`config.mk`:
```
export PLATFORM = sky130hd
export DESIGN_NAME = nios_system_sram_addr_gen_flat
export DESIGN_NICKNAME = d
export VERILOG_FILES = /design/src/rtl/nios_sram_pkg.sv /design/src/rtl/nios_system_sram_addr_gen_if.sv /design/src/rtl/nios_addr_stepper.sv /design/src/rtl/nios_system_sram_addr_gen.sv /design/src/flat_wrapper.sv
export SDC_FILE = /design/constraint.sdc
export NUM_CORES = 1
export LEC_CHECK = 0
export BUFFER_PORTS_ARGS = -buffer_cell sky130_fd_sc_hd__buf_2
export CORE_MARGIN = 3
export CORE_UTILIZATION = 36
export CTS_BUF_LIST = sky130_fd_sc_hd__clkbuf_8
export DETAILED_ROUTE_END_ITERATION = 16
export GPL_ROUTABILITY_DRIVEN = 0
export MAX_ROUTING_LAYER = met4
export SLEW_MARGIN = 20
export SYNTH_ARGS = -nofsm -noshare
export SYNTH_HDL_FRONTEND = slang
export SYNTH_SLANG_ARGS = --single-unit
```
`constraint.sdc`:
```
create_clock -name clk -period 4.97 [get_ports clk]
set_input_delay 0.7455 -clock clk [delete_from_list [all_inputs] [get_ports clk]]
set_output_delay 0.7455 -clock clk [all_outputs]
set_load 0.05 [all_outputs]
```
`src/rtl/nios_sram_pkg.sv`:
```
// Shared definitions for the Nios SRAM address generator: register offsets,
// CTRL bit positions and the end-of-range behaviour selector.
package nios_sram_pkg;

    localparam logic [1:0] REG_CUR    = 2'd0;
    localparam logic [1:0] REG_LIMIT  = 2'd1;
    localparam logic [1:0] REG_STRIDE = 2'd2;
    localparam logic [1:0] REG_CTRL   = 2'd3;

    localparam int CTRL_ENABLE = 0;
    localparam int CTRL_MODE   = 1;
    localparam int CTRL_IRQ_EN = 2;
    localparam int CTRL_FLAG   = 8;

    typedef enum logic {
        MODE_WRAP = 1'b0,
        MODE_STOP = 1'b1
    } mode_e;

endpackage

```
`src/rtl/nios_system_sram_addr_gen_if.sv`:
```
// Avalon-MM slave bus plus the stepping/address/interrupt side signals of the
// SRAM address generator, bundled so CPU-side and SRAM-side wiring travel together.
interface nios_system_sram_addr_gen_if #(
    parameter int ADDR_W = 11
);
    logic [1:0]        address;
    logic              chipselect;
    logic              write_n;
    logic [31:0]       writedata;
    logic [31:0]       readdata;
    logic              advance;
    logic [ADDR_W-1:0] out_port;
    logic              irq;

    modport master (
        output address, chipselect, write_n, writedata, advance,
        input  readdata, out_port, irq
    );

    modport slave (
        input  address, chipselect, write_n, writedata, advance,
        output readdata, out_port, irq
    );
endinterface

```
`src/rtl/nios_addr_stepper.sv`:
```
// Holds the current and base address and performs one stride step per request,
// detecting overrun of the limit on a widened sum so nothing wraps silently.
module nios_addr_stepper
    import nios_sram_pkg::*;
#(
    parameter int ADDR_W   = 11,
    parameter int STRIDE_W = 8
) (
    input  logic                clk,
    input  logic                reset,
    input  logic                i_load,
    input  logic [ADDR_W-1:0]   i_load_val,
    input  logic                i_step,
    input  logic [STRIDE_W-1:0] i_stride,
    input  logic [ADDR_W-1:0]   i_limit,
    input  mode_e               i_mode,
    output logic [ADDR_W-1:0]   o_cur,
    output logic                o_overflow
);

    // One extra bit beyond the wider operand keeps the carry visible to the compare.
    localparam int SUM_W = ((ADDR_W > STRIDE_W) ? ADDR_W : STRIDE_W) + 1;

    logic [ADDR_W-1:0] r_cur;
    logic [ADDR_W-1:0] r_base;
    logic [SUM_W-1:0]  w_sum;
    logic              w_beyond;

    assign w_sum      = SUM_W'(r_cur) + SUM_W'(i_stride);
    assign w_beyond   = w_sum > SUM_W'(i_limit);
    assign o_overflow = i_step & w_beyond;
    assign o_cur      = r_cur;

    always_ff @(posedge clk or posedge reset) begin
        if (reset) begin
            r_cur  <= '0;
            r_base <= '0;
        end else if (i_load) begin
            r_cur  <= i_load_val;
            r_base <= i_load_val;
        end else if (i_step) begin
            if (!w_beyond) begin
                r_cur <= w_sum[ADDR_W-1:0];
            end else if (i_mode == MODE_WRAP) begin
                r_cur <= r_base;
            end
        end
    end

endmodule

```
`src/rtl/nios_system_sram_addr_gen.sv`:
```
// Avalon-MM programmable SRAM address generator: bus register file and CTRL/flag
// handling here, address arithmetic in nios_addr_stepper.
module nios_system_sram_addr_gen
    import nios_sram_pkg::*;
#(
    parameter int                ADDR_W      = 11,
    parameter int                STRIDE_W    = 8,
    parameter logic [ADDR_W-1:0] RESET_LIMIT = {ADDR_W{1'b1}}
) (
    input  logic                         clk,
    input  logic                         reset,
    nios_system_sram_addr_gen_if.slave   bus
);

    logic [ADDR_W-1:0]   r_limit;
    logic [STRIDE_W-1:0] r_stride;
    logic                r_enable;
    mode_e               r_mode;
    logic                r_irq_en;
    logic                r_flag;

    logic              w_wr;
    logic              w_wr_cur;
    logic              w_wr_ctrl;
    logic              w_step;
    logic              w_overflow;
    logic [ADDR_W-1:0] w_cur;
    logic [31:0]       w_ctrl;
    logic              w_unused_wd;

    assign w_wr        = bus.chipselect & ~bus.write_n;
    assign w_wr_cur    = w_wr && (bus.address == REG_CUR);
    assign w_wr_ctrl   = w_wr && (bus.address == REG_CTRL);
    // Enable is sampled before any CTRL write lands, and a CUR write pre-empts stepping.
    assign w_step      = bus.advance & r_enable & ~w_wr_cur;
    assign w_unused_wd = ^bus.writedata;

    nios_addr_stepper #(
        .ADDR_W   (ADDR_W),
        .STRIDE_W (STRIDE_W)
    ) u_stepper (
        .clk        (clk),
        .reset      (reset),
        .i_load     (w_wr_cur),
        .i_load_val (bus.writedata[ADDR_W-1:0]),
        .i_step     (w_step),
        .i_stride   (r_stride),
        .i_limit    (r_limit),
        .i_mode     (r_mode),
        .o_cur      (w_cur),
        .o_overflow (w_overflow)
    );

    // Hardware overflow is applied last so it beats a same-cycle software clear.
    always_ff @(posedge clk or posedge reset) begin
        if (reset) begin
            r_limit  <= RESET_LIMIT;
            r_stride <= STRIDE_W'(1);
            r_enable <= 1'b0;
            r_mode   <= MODE_WRAP;
            r_irq_en <= 1'b0;
            r_flag   <= 1'b0;
        end else begin
            if (w_wr && bus.address == REG_LIMIT) begin
                r_limit <= bus.writedata[ADDR_W-1:0];
            end
            if (w_wr && bus.address == REG_STRIDE) begin
                r_stride <= bus.writedata[STRIDE_W-1:0];
            end
            if (w_wr_cur) begin
                r_flag <= 1'b0;
            end
            if (w_wr_ctrl) begin
                r_enable <= bus.writedata[CTRL_ENABLE];
                r_mode   <= mode_e'(bus.writedata[CTRL_MODE]);
                r_irq_en <= bus.writedata[CTRL_IRQ_EN];
                if (bus.writedata[CTRL_FLAG]) begin
                    r_flag <= 1'b0;
                end
            end
            if (w_overflow) begin
                r_flag <= 1'b1;
                if (r_mode == MODE_STOP) begin
                    r_enable <= 1'b0;
                end
            end
        end
    end

    always_comb begin
        w_ctrl              = '0;
        w_ctrl[CTRL_ENABLE] = r_enable;
        w_ctrl[CTRL_MODE]   = r_mode;
        w_ctrl[CTRL_IRQ_EN] = r_irq_en;
        w_ctrl[CTRL_FLAG]   = r_flag;
    end

    always_comb begin
        bus.readdata = '0;
        case (bus.address)
            REG_CUR:    bus.readdata = 32'(w_cur);
            REG_LIMIT:  bus.readdata = 32'(r_limit);
            REG_STRIDE: bus.readdata = 32'(r_stride);
            default:    bus.readdata = w_ctrl;
        endcase
    end

    assign bus.out_port = w_cur;
    assign bus.irq      = r_flag & r_irq_en;

endmodule

```
`src/flat_wrapper.sv`:
```
// flat-port wrapper written by rule: the top's interface ports become plain ports
module nios_system_sram_addr_gen_flat import nios_sram_pkg::*;
#(
    parameter int                ADDR_W      = 11,
    parameter int                STRIDE_W    = 8,
    parameter logic [ADDR_W-1:0] RESET_LIMIT = {ADDR_W{1'b1}}
)
  (clk, reset, bus_address, bus_chipselect, bus_write_n, bus_writedata, bus_advance, bus_readdata, bus_out_port, bus_irq);
  nios_system_sram_addr_gen_if #(.ADDR_W(ADDR_W)) bus_i ();
  input  logic clk;
  input  logic reset;
  input wire logic [$bits(bus_i.address)-1:0] bus_address;
  input wire logic [$bits(bus_i.chipselect)-1:0] bus_chipselect;
  input wire logic [$bits(bus_i.write_n)-1:0] bus_write_n;
  input wire logic [$bits(bus_i.writedata)-1:0] bus_writedata;
  input wire logic [$bits(bus_i.advance)-1:0] bus_advance;
  output wire logic [$bits(bus_i.readdata)-1:0] bus_readdata;
  output wire logic [$bits(bus_i.out_port)-1:0] bus_out_port;
  output wire logic [$bits(bus_i.irq)-1:0] bus_irq;
  assign bus_i.address = bus_address;
  assign bus_i.chipselect = bus_chipselect;
  assign bus_i.write_n = bus_write_n;
  assign bus_i.writedata = bus_writedata;
  assign bus_i.advance = bus_advance;
  assign bus_readdata = bus_i.readdata;
  assign bus_out_port = bus_i.out_port;
  assign bus_irq = bus_i.irq;
  nios_system_sram_addr_gen #(.ADDR_W(ADDR_W), .STRIDE_W(STRIDE_W), .RESET_LIMIT(RESET_LIMIT)) u_core (.clk(clk), .reset(reset), .bus(bus_i));
endmodule
```
== Word level (Yosys, flattened, before mapping) ==
Index checks and enable logic that the tools add are counted.
Word-level totals
  output and inout bits: 44
  flip-flop bits (word level): 45
  bits of input ports: 39
Cells by class
  equality and inequality tests: 4
  $lt $le $gt $ge: 1
  bitwise operators: 7
  add/sub/neg operators: 1
  reduce and logical (&&, ||, !) cells: 7
  muxes and demuxes: 12
Operators with widths (count)
  2-to-1 mux 11 bit: 4
  case mux 11 bit (3 select lines): 1
  adder 11 x 8 -> 12 bit: 1
  greater-than comparator 12 x 11 -> 1 bit: 1
  2-to-1 mux 1 bit: 7
  AND 1 bit: 5
  equality test 2 bit (second input constant): 2
  logical AND 1 bit: 4
  != test 3 bit (second input constant): 1
  equality test 2 x 1 -> 1 bit (second input constant): 1
  zero test 2 bit: 1
  NOT 1 bit: 2
  AND reduction 2 bit: 1
  nonzero test 2 bit: 1

== Longest topological paths before layout ==
  depth in word-level cells: 7
  gate-level depth with buffers: 16

== Modules after synthesis ==
Synthesis repeated with hierarchy kept, for this count alone.
Unflattened totals
  cell total of the unflattened synthesis: 288
  area, all modules: 3261.9 um^2
By module, submodules not included
  nios_addr_stepper: cells each 181, times used 1, area an instance 1799.2 um^2
  nios_system_sram_addr_gen: cells each 107, times used 1, area an instance 1462.7 um^2

== Worst setup path before layout ==
Ideal clock, no wire load.
  path kind: register to register
  start: reg u_core.u_stepper.r_cur[0], in the netlist u_core.u_stepper.o_cur[0]
  end: reg u_core.u_stepper.r_cur[0], in the netlist u_core.u_stepper.o_cur[0]
  buffers on the path: 1
  required time: 4.830 ns
  path slack: 1.294 ns
  library setup time: 0.140 ns
  arrival time: 3.536 ns
  stages on the path, launching flop included: 16
  cell sequence: dfrtp_1 -> ha_1 -> fa_1 -> a21oi_1 -> o211ai_1 -> o41ai_1 -> xnor2_1 -> ha_1 -> nand4_1 -> nor2_1 -> o21ai_0 -> a311oi_2 -> a41oi_2 -> buf_6 -> mux2i_1 -> o211ai_2
On the way
  word-level cells in the longest chain between the ends: 5
Ends and longest elaborated chain
  start, declared: RTL line nios_addr_stepper.sv:24  | logic [ADDR_W-1:0] r_cur;
  start signal, assigned: RTL line nios_addr_stepper.sv:39  | r_cur <= i_load_val;
  start signal, assigned: RTL line nios_addr_stepper.sv:43  | r_cur <= w_sum[ADDR_W-1:0];
  start signal, assigned: RTL line nios_addr_stepper.sv:45  | r_cur <= r_base;
  adder 11 x 8 -> 12 bit *: RTL line nios_addr_stepper.sv:29  | assign w_sum = SUM_W'(r_cur) + SUM_W'(i_stride);
  greater-than comparator 12 x 11 -> 1 bit: RTL line nios_addr_stepper.sv:30  | assign w_beyond = w_sum > SUM_W'(i_limit);
  2-to-1 mux 11 bit: RTL line nios_addr_stepper.sv:42  | if (!w_beyond) begin
  2-to-1 mux 11 bit: RTL line nios_addr_stepper.sv:41  | end else if (i_step) begin
  2-to-1 mux 11 bit: RTL line nios_addr_stepper.sv:38  | end else if (i_load) begin
Mark *: on every way between the ends. The rest lies on a longest branch, timed or not. The select of a mux whose other input is x is not followed.
A chain may end at the register's enable or synchronous reset.

== Worst setup path after layout ==
  start: reg u_core.u_stepper.r_cur[0], in the netlist u_core.u_stepper.o_cur[0]
  end: reg u_core.u_stepper.r_cur[9], in the netlist u_core.u_stepper.o_cur[9]
The elaborated chain is that of the path after synthesis.

==> metrics.txt <==
dpl cell area=3273 um2; Final nets=422; average cell area after synthesis=9.386 um2; row count=33; Final Slew Violations=0; Final Hold Vio Count=0; Fmax=~0.23 GHz; top-area cell type share of the netlist area=26.91%; vias in the first global route=~2400; Post-CTS Setup Repair Bufs=0; DRT Wirelength=7.444 mm; post-synth top area cell=dfrtp_1; cts bufs inserted=5; # diodes=0; H-tree Lvls=2; Die X=between 90 and 100 um; initial antenna violation count=0; #FFs+latches synth=45; Critical Path RT=~5.2 ns; CTS Hold Bufs=0; Pre-Repair DR Iteration Count=4; area delta synth->final=9.580%; core area=8258 um2; prevailing post-synth register cell=dfrtp_1; CP Class=flip-flop to flip-flop; static leakage=1.647 nW; CP Launch Type=flip-flop; XOR/XNOR share of the synthesized area=about 2.3%; RSZ-0062 raised after global routing=false; HP Class=flip-flop to flip-flop; fin crit period=~4.3 ns; vias=2404; mux cell area share after synthesis=12.43%; wire length of the first global-routing pass=12.30 mm; CTS Root Cell=clkbuf_8; storage element area=1141 um2; Post-Synth Simple-Gate Area=15.82%; yosys warns=0; PD cells=650.3 nW/um2; outcome=finished clean; peak supply drop=0.2855 mV; vias per cell=5.126; slew margin rel.=between 50% and 60%; Total GRT Usage=16.31%; Adder-Cell Fraction of Synth Area=8.398%; Port Buf Inserts=40; I/O pins=between 80 and 90; final clock skew=between 0.005 and 0.006 ns; fraction of layout cells with a size suffix above 1=23.90%; # fillers=854; clk slew on worst S/H paths=around 0.09 ns; post-route design area=3363 um2; Setup Viol. Count Final=0; Synth Instances=327; largest net degree at the start of global routing=between 40 and 50; CTS tree=built; hold slack=0.4728 ns; area of the multi-input gates=1718 um2; # DRC=0; starting density of the core=37.17%; post-CTS sizing=0; clk_lat worst skew=0.29 ns; post-synthesis sequential area ratio=37.18%; largest family of logic cells by synthesized area=simple AND/OR/NAND/NOR gates; Die Y=98.34 um; WP data arrival=about 4.5 ns; mapped cell area=3069 um2; WL/cell=15.87 um; total grt overflow=0; maxcap violations=0; Initial DRC Count=84; Slew @ Worst Pin=just over 0.7 ns; CP Max Fanout=12; clk buf depth=2; Critical Path Sink Type=flip-flop; Unique masters post-synth=47; Die ar.=9670 um2; Antenna Nets Post-Route=0; number of synthesized flops with an enable pin=0; Post-synth ARST share=between 90% and 100%; Synth Area in Compound Gates=14.47%; largest cells by area after synthesis=dfrtp_1 27%, dfstp_2 10%, ha_1 7.7%; clock sink count=45; Post-Route Setup TNS=0 ns; DP Wirelength=5.368 mm; ratio of final minimum period to clock period=86.52%
==> layout by cell type, fill, tap and decap left out, types with 2 or more instances in the layout <==
cell	n
dfstp_2	12
conb_1	21
buf_4	4
o21ai_0	24
dfrtp_1	33
nor3_1	3
clkbuf_8	6
nor3b_1	2
buf_2	40
o211ai_2	7
mux2_2	11
nand4_1	2
o211ai_1	3
a21oi_1	7
xnor2_1	7
nand2_1	60
a22oi_1	2
nand3_1	5
inv_1	15
nor2_1	17
o21ai_1	4
a31o_1	3
ha_1	19
mux4_2	3
mux2i_1	19
a21o_1	2
and2_1	4
nor2b_1	12
==> through the flow <==
stage,power (W),instances,worst slack [ns],utilization (%)
after CTS,0.002204,469,0.6031,40.73
final,0.002187,469,0.6700,40.73
after detailed placement,0.001963,461,0.6402,39.64
after global routing,0.002363,469,0.3228,40.73
after floorplan,0.001680,347,1.294,-
after global placement,0.001937,461,0.8196,39.64
==> cell families after synthesis <==
logic type,Yosys count
simple gates,109
compound gates,62
buf+inv,49
flops,45
mux,33
fa+ha+maj,20
xor+xnor,8
other cells,1
==> final cells by class <==
cell class,count,area share [%]
multi-input combinational,253,51.08
clock buffer,6,2.455
sequential,45,33.93
tap,105,3.906
inverter,14,1.562
clock inverter,2,0.2232
timing repair buffer,44,6.845
==> routing by layer <==
metal / share of wire [%] / track usage (%)
met1: 47 / 22.51
met2: 47 / 25.48
met3: 5.3 / 2.286
met4: 0.82 / 3.782
met5: 0 / -
==> synth_stat cells, types with 4 or more instances <==
library cell,number
and2_1,4
a21oi_1,7
ha_1,19
o21ai_1,4
nor2b_1,12
mux2_2,11
nand2_1,60
mux2i_1,19
dfrtp_1,33
nand3_1,5
o21ai_0,24
clkbuf_1,7
o211ai_2,7
inv_1,14
nor2_1,17
dfstp_2,12
buf_4,22
xnor2_1,7
==> worst max-delay path, stage by stage, from the launching register on <==
cell	delay, ns
dfrtp_1	0.41
ha_1	0.28
fa_1	0.41
a21oi_1	0.22
o211ai_1	0.19
o41ai_1	0.55
xnor2_1	0.19
ha_1	0.33
nand4_1	0.09
nor2_1	0.13
o21ai_0	0.13
a311oi_2	0.39
a31o_1	0.56
nor2_1	0.10
a22o_1	0.21
==> flip-flops by register name, indices dropped and copies added, names as in the netlist <==
name / cells
u_core.r_enable: 1
u_core.r_flag: 1
u_core.r_irq_en: 1
u_core.r_limit: 11
u_core.r_mode: 1
u_core.r_stride: 8
u_core.u_stepper.o_cur: 11
u_core.u_stepper.r_base: 11
==> path summary, 6_finish.rpt <==
kind | end | start | cells after the start | slack [ns]
worst max-delay path | u_core.u_stepper.o_cur[9]$_DFFE_PP0P_ | u_core.u_stepper.o_cur[0]$_DFFE_PP0P_ | 14 | 0.67
min in group asynchronous | u_core.u_stepper.r_base[0]$_DFFE_PP0P_ | reset | 3 | 0.58
worst min register to register | u_core.u_stepper.r_base[8]$_DFFE_PP0P_ | u_core.u_stepper.r_base[8]$_DFFE_PP0P_ | 2 | 0.47
max in group asynchronous | u_core.r_limit[9]$_DFFE_PP1P_ | reset | 3 | 4.00
worst max register to register | u_core.u_stepper.o_cur[9]$_DFFE_PP0P_ | u_core.u_stepper.o_cur[0]$_DFFE_PP0P_ | 14 | 0.67
worst min-delay path | u_core.u_stepper.r_base[8]$_DFFE_PP0P_ | u_core.u_stepper.r_base[8]$_DFFE_PP0P_ | 2 | 0.47
==> power by group <==
part / total, W / leakage (nW) / switching (W) / internal (W)
clock network: 0.000235 / 0.0538 / 0.000126 / 0.000110
logic: 0.00135 / 1.06 / 0.000839 / 0.000516
registers: 0.000597 / 0.535 / 0.000114 / 0.000483
total: 0.00219 / 1.65 / 0.00108 / 0.00111
No activity file was read; power rests on OpenSTA's default activity.
